<file path="config.mk">
export PLATFORM = sky130hd
export DESIGN_NAME = aq_axis_fifo36_ctrl
export DESIGN_NICKNAME = d
export VERILOG_FILES = /design/src/rtl/aq_axis_fifo36_ctrl.sv
export SDC_FILE = /design/constraint.sdc
export NUM_CORES = 1
export LEC_CHECK = 0
export ABC_AREA = 0
export BUFFER_PORTS_ARGS = -buffer_cell sky130_fd_sc_hd__buf_2
export CAP_MARGIN = 20
export CORE_AREA = 2 2 115 117
export CTS_BUF_LIST = sky130_fd_sc_hd__clkbuf_8
export DETAILED_ROUTE_END_ITERATION = 12
export DIE_AREA = 0 0 117 119
export GPL_ROUTABILITY_DRIVEN = 0
export REMOVE_ABC_BUFFERS = 1
export SYNTH_ARGS = -nofsm -noshare
export SYNTH_HDL_FRONTEND = slang
export SYNTH_SLANG_ARGS = --single-unit
export TNS_END_PERCENT = 10
</file>
<file path="constraint.sdc">
create_clock -name aclk -period 2 [get_ports aclk]
set_clock_uncertainty 0.1 [all_clocks]
set_input_delay 0.3 -clock aclk [delete_from_list [all_inputs] [get_ports aclk]]
set_output_delay 0.3 -clock aclk [all_outputs]
set_load 0.02 [all_outputs]
</file>
<file path="src/rtl/aq_axis_fifo36_ctrl.sv">
// Controller for one FIFO36E2 (common clock, FWFT, 72-bit): reset sequencing, soft flush and AXI4-Stream bridging.
// Optional beat/occupancy counters are enabled with `define AQ_FIFO36_CTRL_STATS_EN.
module aq_axis_fifo36_ctrl #(
    parameter int unsigned RST_CYCLES   = 5,
    parameter int unsigned BUSY_TIMEOUT = 1023,
    parameter bit          TLAST_EN     = 1'b1
) (
    input  logic        aclk,
    input  logic        aresetn,
    input  logic        flush,
    output logic        ready,
    output logic        timeout_err,
    input  logic [63:0] s_axis_tdata,
    input  logic        s_axis_tlast,
    input  logic        s_axis_tvalid,
    output logic        s_axis_tready,
    output logic [63:0] m_axis_tdata,
    output logic        m_axis_tlast,
    output logic        m_axis_tvalid,
    input  logic        m_axis_tready,
    output logic        fifo_rst,
    output logic        fifo_wren,
    output logic [63:0] fifo_din,
    output logic [7:0]  fifo_dinp,
    input  logic        fifo_full,
    output logic        fifo_rden,
    input  logic [63:0] fifo_dout,
    input  logic [7:0]  fifo_doutp,
    input  logic        fifo_empty,
    input  logic        fifo_wrrstbusy,
    input  logic        fifo_rdrstbusy,
    output logic [1:0]  state_dbg
`ifdef AQ_FIFO36_CTRL_STATS_EN
    ,
    output logic [31:0] wr_beats,
    output logic [31:0] rd_beats,
    output logic [13:0] level
`endif
);

    typedef enum logic [1:0] {
        RST_HOLD  = 2'd0,
        BUSY_WAIT = 2'd1,
        RUN       = 2'd2,
        FAULT     = 2'd3
    } state_t;

    localparam logic [9:0] RST_LAST = 10'(RST_CYCLES - 1);
    localparam logic [9:0] BUSY_MAX = 10'(BUSY_TIMEOUT);

    state_t     state, state_nxt;
    logic [9:0] cnt, cnt_nxt;
    logic       qual, qual_nxt;
    logic       busy;
    logic       in_run;
    logic       unused_doutp;

    assign busy         = fifo_wrrstbusy | fifo_rdrstbusy;
    assign in_run       = (state == RUN);
    assign state_dbg    = state;
    assign unused_doutp = ^fifo_doutp[7:1];

    // Streams: valid/ready handshake completes on a cycle where both are high;
    // the FIFO strobes are exactly those handshakes, so FULL/EMPTY are never violated.
    assign s_axis_tready = in_run & ~fifo_full;
    assign fifo_wren     = s_axis_tvalid & s_axis_tready;
    assign fifo_din      = s_axis_tdata;
    assign fifo_dinp     = TLAST_EN ? {7'b0, s_axis_tlast} : 8'b0;
    assign m_axis_tvalid = in_run & ~fifo_empty;
    assign fifo_rden     = m_axis_tvalid & m_axis_tready;
    assign m_axis_tdata  = fifo_dout;
    assign m_axis_tlast  = TLAST_EN & fifo_doutp[0];

    always_comb begin
        state_nxt = state;
        cnt_nxt   = cnt;
        qual_nxt  = qual;
        case (state)
            RST_HOLD: begin
                if (cnt == RST_LAST) begin
                    state_nxt = BUSY_WAIT;
                    cnt_nxt   = '0;
                    qual_nxt  = 1'b0;
                end else begin
                    cnt_nxt = cnt + 10'd1;
                end
            end
            BUSY_WAIT: begin
                // qual remembers one quiet cycle; a busy glitch drops it but cnt keeps running
                cnt_nxt  = cnt + 10'd1;
                qual_nxt = ~busy;
                if (!busy && qual)
                    state_nxt = RUN;
                else if (cnt == BUSY_MAX)
                    state_nxt = FAULT;
            end
            RUN, FAULT: begin
                if (flush) begin
                    state_nxt = RST_HOLD;
                    cnt_nxt   = '0;
                end
            end
            default: state_nxt = RST_HOLD;
        endcase
    end

    always_ff @(posedge aclk) begin
        if (!aresetn) begin
            state       <= RST_HOLD;
            cnt         <= '0;
            qual        <= 1'b0;
            fifo_rst    <= 1'b1;
            ready       <= 1'b0;
            timeout_err <= 1'b0;
        end else begin
            state    <= state_nxt;
            cnt      <= cnt_nxt;
            qual     <= qual_nxt;
            fifo_rst <= (state_nxt == RST_HOLD);
            ready    <= (state_nxt == RUN);
            if (state == BUSY_WAIT && state_nxt == FAULT)
                timeout_err <= 1'b1;
        end
    end

`ifdef AQ_FIFO36_CTRL_STATS_EN
    always_ff @(posedge aclk) begin
        if (!aresetn || state_nxt == RST_HOLD) begin
            wr_beats <= '0;
            rd_beats <= '0;
            level    <= '0;
        end else begin
            if (fifo_wren && wr_beats != 32'hFFFF_FFFF)
                wr_beats <= wr_beats + 32'd1;
            if (fifo_rden && rd_beats != 32'hFFFF_FFFF)
                rd_beats <= rd_beats + 32'd1;
            case ({fifo_wren, fifo_rden})
                2'b10:   level <= level + 14'd1;
                2'b01:   level <= level - 14'd1;
                default: level <= level;
            endcase
        end
    end
`endif

endmodule
</file>
==> results.json, run 1 <==
{
  "outcome": "completed",
  "min_path_type": "input pin to flop",
  "clock-sinks": 16,
  "postCtsHoldBufs": 0,
  "yosys.area.top_type": "buf_4",
  "synth_cell_type_count": 36,
  "area_growth_pct": -36.1,
  "hold_path.startpoint": "aresetn",
  "fin_nets": 266,
  "synth-compound-area-share_pct": 5.46,
  "grt_first_pass_wirelength_um": 21100,
  "synth_top_family_by_area": "buffers and inverters",
  "synth.mux.area_fraction_pct": 0,
  "critPathArrivalTime_ns": 1.46,
  "synth-edff-count": 0,
  "nFillCells": 1496,
  "totalWireLength_um": 19100,
  "design_area_um2": 1170,
  "numPlacedInstances": 289,
  "min_to": "fifo_rst",
  "cts-resized-gates": 0,
  "p_leak_nw": 0.413,
  "core.rowCount": 42,
  "htreeDepth": 1,
  "r2r-start": "cnt[4]",
  "antenna_found_initial": 0,
  "seq_area_frac_synth_pct": 17.5,
  "fin_crit_sh_pct": 92.8,
  "vias": 1122,
  "core-area_um2": 12900,
  "grt_max_degree": 13,
  "criticalPathCategory": "flop to primary output",
  "min_path_cells": 2,
  "min_period_ns": 1.86,
  "placed_area_um2": 1110,
  "synth_xor_area_share_pct": 3.35,
  "grt.overflow.total": 0,
  "timing.fmax_mhz": 539,
  "yosysMostFrequentCell": "buf_4",
  "synthSimpleGateAreaFrac_pct": 14.5,
  "cts-root-buf": "clkbuf_8",
  "rsz0062_at_grt": "no",
  "dpl.hpwl_um": 18500,
  "rr_worst_depth": 4,
  "finalPower_mw": 0.700,
  "diodes": 0,
  "synth_area_um2": 1830,
  "hold_viol_final": 0,
  "post_cts_buffers": 0,
  "clk_pin_slew_ns": 0.06,
  "ys_warn_count": 0,
  "drtPass1Iterations": 4,
  "pin_count": 292,
  "die_h_um": 119,
  "route.detailed.drc": 0,
  "synth_seq_cells": 16,
  "slew_violations": 0,
  "grt_pass1_vias": 972,
  "critPathMaxFanout": 12,
  "final_cells": 293,
  "r2r_slack_ns": 0.29,
  "ys_async_sr_fraction_pct": 0,
  "cts_buffers": 3,
  "cp-end-kind": "primary output",
  "numPortBuffers": 17,
  "cts_buffer_depth": 2,
  "tns_ns": 0,
  "syn-instance-count": 230,
  "setup_viol": 0,
  "vias_per_cell": 3.83,
  "cp-start-kind": "flop",
  "die_area_um2": 13900,
  "gr-usage-all-layers_pct": 26.7,
  "worstPathRequired_ns": 1.60,
  "avgSynthCellArea_um2": 7.96,
  "yosys.area.top_type_share_pct": 56.6,
  "synthTopCellsByCount": "buf_4 (138), dfxtp_1 (16), nor2_1 (12)",
  "drive_above_1_share_pct": 22.2,
  "ys.flop_type": "dfxtp_1",
  "ant_nets": 0,
  "rr_endpoint": "cnt[8]",
  "die_x_um": 117,
  "start_util_pct": 14.2,
  "maxCapViolations": 0,
  "synth.area.top_cells": "buf_4 (57%), dfxtp_1 (17%), xor2_1 (3.3%), nor2_1 (2.5%), nand2_1 (1.4%)",
  "synth_adder_area_share_pct": 1.37,
  "drt_iter0_drc": 77,
  "cts_tree": "built",
  "power_density_nw_per_um2": 598,
  "wl_per_cell_um": 65.1,
  "peakVddDrop_mv": 0.209,
  "clock_latency_ns": 0.26
}
==> layout by cell type, fill, tap and decap left out, types with 2 or more instances in the layout <==
cell	instances
buf_2	17
nand4_1	4
clkbuf_8	4
conb_1	7
nand2_1	7
a21oi_1	5
nand3_1	3
inv_1	3
ha_1	2
and2_1	4
nand2b_1	2
nand3b_1	2
nor4b_1	2
nor2_1	12
xor2_1	7
o21ai_0	2
dfxtp_1	16
==> registers in the layout, indices dropped and copies added, names as in the netlist <==
name / flops
qual: 1
state_dbg: 2
fifo_rst: 1
ready: 1
cnt: 10
timeout_err: 1
==> critical path: stages (launching register included) <==
cell	delay [ns]
dfxtp_1	0.53
or2b_1	0.28
nor2_1	0.11
and2_1	0.13
buf_2	0.16
==> power breakdown <==
| group | internal (mW) | switching (mW) |
|---|---|---|
| Sequential | 0.328 | 0.0106 |
| Combinational | 0.0242 | 0.0438 |
| Clock | 0.175 | 0.118 |
==> per-layer routing <==
layer	share of wire [%]	vias to the layer above	wire [µm]	GRT usage, %
met5	0	-	0	5.88
met4	9.1	0	1730	18.4
met3	28	50	5300	33.8
met2	58	268	11000	54.5
met1	5.5	438	1040	3.75
li1	-	366	-	-
==> logic make-up (layout without fill, tap and decap cells) <==
group	count (synthesis)	in the layout
xor gates and xnor gates	7	7
DFF	16	16
AOI/OAI and AO/OA	13	13
adders and majority gates	2	2
other	1	7
buffers and inverters	143	24
and+or+nand+nor	48	48
==> layout make-up <==
type / count / area (µm²) / share of cell area, %
multi-input cells: 77 / 478 / 40.9
flip-flops and latches: 16 / 320 / 27.4
well taps: 176 / 220 / 18.8
repair buffers: 17 / 85.1 / 7.27
clock buffers: 4 / 55.1 / 4.71
inverters: 3 / 11.3 / 0.963
==> worst max path at each step <==
stage                       startpoint         to  cells past startpoint  slack (ns)
final                     state_dbg[1]  fifo_wren                      4        0.14
after global routing      state_dbg[1]  fifo_wren                      4        0.01
after CTS                 state_dbg[1]  fifo_wren                      4        0.14
after detailed placement        cnt[4]     cnt[5]                      4        0.30
after global placement          cnt[4]     cnt[3]                      4        0.31
after floorplan           state_dbg[1]  fifo_rden                      3        0.15
==> per-stage QoR <==
stage	util, %	hold WS, ns	setup WS (ns)
finish	9.09	0.183	0.144
global route	9.09	0.200	0.0108
CTS	9.09	0.177	0.136
detailed placement	8.66	0.340	0.301
global placement	8.66	0.333	0.308
floorplan	-	0.276	0.149
Note: power is estimated with default switching activity, not from simulation.
==> run 2: changes to the inputs <==
PLACE_DENSITY_LB_ADDON = 0.25   (was default)
==> run 2 against run 1 <==
Total power fell by 4.6%. First-iteration DRC count rose by 23%. Largest cell class unchanged. Core utilization rose by 0.078 points. Highest routed layer unchanged. Clock power fell by 14%. Maximum frequency fell by 2.1%. Global-route usage rose by 0.81 points.
==> results.json, run 2 (synthesized netlist as in run 1, its figures left out) <==
{
  "outcome": "completed",
  "layout_commonest_cell": "buf_2",
  "cts_tree": "built",
  "totalWireLength_um": 19700,
  "seq_area_um2": 320,
  "critPathMaxFanout": 4,
  "gr-usage-all-layers_pct": 27.6,
  "worstPathRequired_ns": 1.60,
  "cp-end-kind": "primary output",
  "die_area_um2": 13900,
  "rr_endpoint": "fifo_rst",
  "p_leak_nw": 0.415,
  "r2r_slack_ns": 0.18,
  "core-area_um2": 12900,
  "drive_above_1_share_pct": 22.9,
  "post_cts_buffers": 0,
  "start_util_pct": 14.2,
  "critPathArrivalTime_ns": 1.50,
  "seqPwrFrac_pct": 50.6,
  "rr_worst_depth": 4,
  "vias": 1053,
  "die_h_um": 119,
  "numPortBuffers": 17,
  "pin_count": 292,
  "grt.overflow.total": 0,
  "fin_nets": 268,
  "timing.hold.ws_ns": 0.193,
  "p_sw_share_pct": 26.7,
  "nFillCells": 1507,
  "clock-sinks": 16,
  "min_path_type": "input pin to flop",
  "core.rowCount": 42,
  "grt_pass1_vias": 944,
  "criticalPathCategory": "flop to primary output",
  "drt_iter0_drc": 95,
  "multiInputGateArea_um2": 487,
  "slew_violations": 0,
  "grt_first_pass_wirelength_um": 21800,
  "hold_path.startpoint": "aresetn",
  "final_cell_mix": "buf_2 (17), dfxtp_1 (16), nor2_1 (12)",
  "fin_crit_sh_pct": 94.9,
  "area_growth_pct": -35.6,
  "tns_ns": 0,
  "grt_max_degree": 10,
  "htreeDepth": 1,
  "dpl.hpwl_um": 19000,
  "min_to": "fifo_rst",
  "worstSetupStartpoint": "state_dbg[1]",
  "route.detailed.drc": 0,
  "die_x_um": 117,
  "vias_per_cell": 3.58,
  "cts-root-buf": "clkbuf_8",
  "top_register": "cnt",
  "r2r-start": "cnt[4]",
  "timing.fmax_mhz": 527,
  "clk_pin_slew_ns": 0.07,
  "comb_power_share_pct": 11.8,
  "switchingPower_mw": 0.178,
  "maxCapViolations": 0,
  "min_period_ns": 1.90,
  "power_density_nw_per_um2": 566,
  "cp-start-kind": "flop",
  "hold_viol_final": 0,
  "diodes": 0,
  "peakVddDrop_mv": 0.221,
  "antenna_found_initial": 0,
  "largest_reg_flops": 10,
  "drtPass1Iterations": 4,
  "clkPwrFrac_pct": 37.7,
  "wl_per_cell_um": 66.9,
  "cts_buffer_depth": 2,
  "ant_nets": 0,
  "cts_buffers": 3,
  "internal_power_mw": 0.489,
  "clock_latency_ns": 0.25,
  "min_path_cells": 2,
  "setup_viol": 0
}
==> run 2: cell count changes in the layout (fill, tap and decap cells not counted) <==
cell / before / now
o211ai_2: 1 / 0
o211ai_4: 0 / 1
buf_4: 0 / 2
clkbuf_8: 4 / 3
==> run 2: layout make-up <==
class                           instances  share of cell area (%)
Tap cell                              176                    18.7
Multi-Input combinational cell         77                    41.3
Sequential cell                        16                    27.1
Clock buffer                            3                    3.50
Inverter                                3                   0.954
Timing Repair Buffer                   19                    8.48
==> run 2: how the worst max path moves through the flow <==
stage	slack, ns	to	cells after the start
3_3_place_gp	0.19	cnt[3]	4
2_1_floorplan	0.15	fifo_rden	3
3_5_place_dp	0.22	cnt[8]	4
4_1_cts	0.14	fifo_rden	4
6_report	0.10	fifo_rden	4
5_1_grt	-0.03	fifo_rst	4
==> run 2: stage by stage <==
stage / instances / util [%] / power (mW) / instance area, µm² / setup slack, ns
2_1_floorplan: 96 / - / 0.391 / 810 / 0.149
3_3_place_gp: 291 / 8.78 / 0.421 / 1130 / 0.192
3_5_place_dp: 291 / 8.78 / 0.422 / 1130 / 0.220
4_1_cts: 294 / 9.10 / 0.672 / 1170 / 0.136
5_1_grt: 294 / 9.16 / 0.698 / 1180 / -0.0277
6_report: 294 / 9.16 / 0.668 / 1180 / 0.103
==> run 2: worst max-delay path, stage by stage (launching register included) <==
cell	delay, ns
dfxtp_1	0.39
or2b_1	0.25
nor2_1	0.13
and2_1	0.26
buf_2	0.21
==> run 2: repair_timing <==
item,4_1_cts,5_1_grt
gates resized for setup,0,1
hold buffers,0,0
setup endpoints to repair,0,8
hold endpoints to repair,0,0
==> run 2: per-layer routing <==
metal | track usage (%) | part of all wire (%) | vias up
met3 | 30.3 | 24 | 26
li1 | - | - | 367
met5 | 1.57 | 0 | -
met1 | 7.53 | 9.6 | 417
met2 | 59.6 | 62 | 243
met4 | 10.7 | 4.8 | 0
==> run 2: power groups by stage <==
stage          registers, mW  clock network, mW  logic, mW
3_3_place_gp           0.345                  0     0.0763
4_1_cts                0.338              0.257     0.0775
3_5_place_dp           0.345                  0     0.0770
2_1_floorplan          0.346                  0     0.0449
5_1_grt                0.339              0.271     0.0868
6_report               0.338              0.251     0.0785
==> run 3: changes to the inputs <==
clock period = 1.94 ns   (was 2 ns; I/O delays follow)
==> run 3 against run 2 <==
Total power is 1.3% higher. Routed wire length hardly changed. Register-to-register slack gained 0.11 ns. Critical path type unchanged.
==> results.json, run 3 (synthesized netlist as in run 1, its figures left out) <==
{
  "core-area_um2": 12900,
  "vias_per_cell": 3.66,
  "die_x_um": 117,
  "place_ws_ns": 0.270,
  "p_leak_nw": 0.417,
  "worstPathRequired_ns": 1.55,
  "diodes": 0,
  "largest_reg_flops": 10,
  "cp-end-kind": "primary output",
  "fin_nets": 268,
  "outcome": "completed",
  "top_register": "cnt",
  "worstSetupStartpoint": "state_dbg[0]",
  "grt_pass1_vias": 918,
  "layout_commonest_cell": "buf_2",
  "min_path_type": "input pin to flop",
  "dpl.hpwl_um": 19000,
  "drive_above_1_share_pct": 24.6,
  "slew_violations": 0,
  "wl_per_cell_um": 66.9,
  "clock-sinks": 16,
  "cts_buffer_depth": 2,
  "rsz0062_at_grt": "no",
  "r2r-start": "cnt[4]",
  "grt.overflow.total": 0,
  "cts_buffers": 3,
  "tns_ns": 0,
  "min_period_ns": 1.86,
  "setup_viol": 0,
  "clk_pin_slew_ns": 0.06,
  "cp-start-kind": "flop",
  "die_area_um2": 13900,
  "hold_viol_final": 0,
  "numPortBuffers": 17,
  "gr-usage-all-layers_pct": 27.4,
  "r2r_slack_ns": 0.29,
  "peakVddDrop_mv": 0.173,
  "post_cts_buffers": 0,
  "clock_latency_ns": 0.25,
  "rr_worst_depth": 4,
  "totalWireLength_um": 19700,
  "drt_iter0_drc": 84,
  "drtPass1Iterations": 4,
  "cts-resized-gates": 0,
  "timing.fmax_mhz": 537,
  "area_growth_pct": -35.9,
  "ant_nets": 0,
  "critPathArrivalTime_ns": 1.47,
  "core.rowCount": 42,
  "critPathMaxFanout": 7,
  "cts_tree": "built",
  "grt_first_pass_wirelength_um": 21500,
  "grt_max_degree": 10,
  "cts-root-buf": "clkbuf_8",
  "htreeDepth": 1,
  "die_h_um": 119,
  "criticalPathCategory": "flop to primary output",
  "timing.final.ws_setup_ns": 0.0776,
  "finalPower_mw": 0.676,
  "pin_count": 292,
  "rr_endpoint": "cnt[2]",
  "vias": 1075,
  "postCtsHoldBufs": 0,
  "antenna_found_initial": 0,
  "maxCapViolations": 0,
  "power_density_nw_per_um2": 576,
  "nFillCells": 1510,
  "start_util_pct": 14.2,
  "fin_crit_sh_pct": 96.0,
  "worstSetupEndpoint": "fifo_wren",
  "route.detailed.drc": 0,
  "final_cell_mix": "buf_2 (17), dfxtp_1 (16), nor2_1 (12)"
}
## run 3: cell counts in the layout (fill, tap and decap cells not counted)
Identical to the previous run, type by type.
## run 3: stage by stage
step                util (%)  cell area [µm²]  cells  hold slack, ns
finish                  9.12             1170    294           0.206
global route            9.12             1170    294           0.208
CTS                     9.10             1170    294           0.200
detailed placement      8.78             1130    291           0.345
global placement        8.78             1130    291           0.345
floorplan                  -              810     96           0.267
## run 3: per-layer routing
| metal | global-route usage [%] | part of all wire (%) | up-vias |
|---|---|---|---|
| li1 | - | - | 369 |
| met1 | 5.95 | 8.0 | 413 |
| met2 | 60.2 | 62 | 263 |
| met3 | 32.1 | 25 | 30 |
| met4 | 10.1 | 4.7 | 0 |
| met5 | 0 | 0 | - |
## run 3: worst min-delay path by stage
stage | start | endpoint | slack (ns) | cells after the start
after floorplan | aresetn | fifo_rst | 0.27 | 1
after global placement | timeout_err | timeout_err | 0.34 | 2
after detailed placement | timeout_err | timeout_err | 0.35 | 2
after CTS | aresetn | fifo_rst | 0.20 | 2
after global routing | aresetn | fifo_rst | 0.21 | 2
final | aresetn | fifo_rst | 0.21 | 2
## run 3: cell type report
type	instances	area (µm²)	share of cell area (%)
well taps	176	220	18.8
flip-flops and latches	16	320	27.3
multi-input cells	77	480	40.9
clock buffers	3	41.3	3.52
inverters	3	11.3	0.959
repair buffers	19	100	8.53
## run 3: report_power, final
group,switching (mW),leakage (nW),internal [mW]
registers,0.0109,0.130,0.339
logic,0.0506,0.266,0.0265
clock network,0.112,0.0216,0.138
## run 3: critical path, stage by stage (launching register included)
cell     delay, ns
dfxtp_1       0.38
or2b_1        0.26
nor2_1        0.15
and2_2        0.25
buf_2         0.19
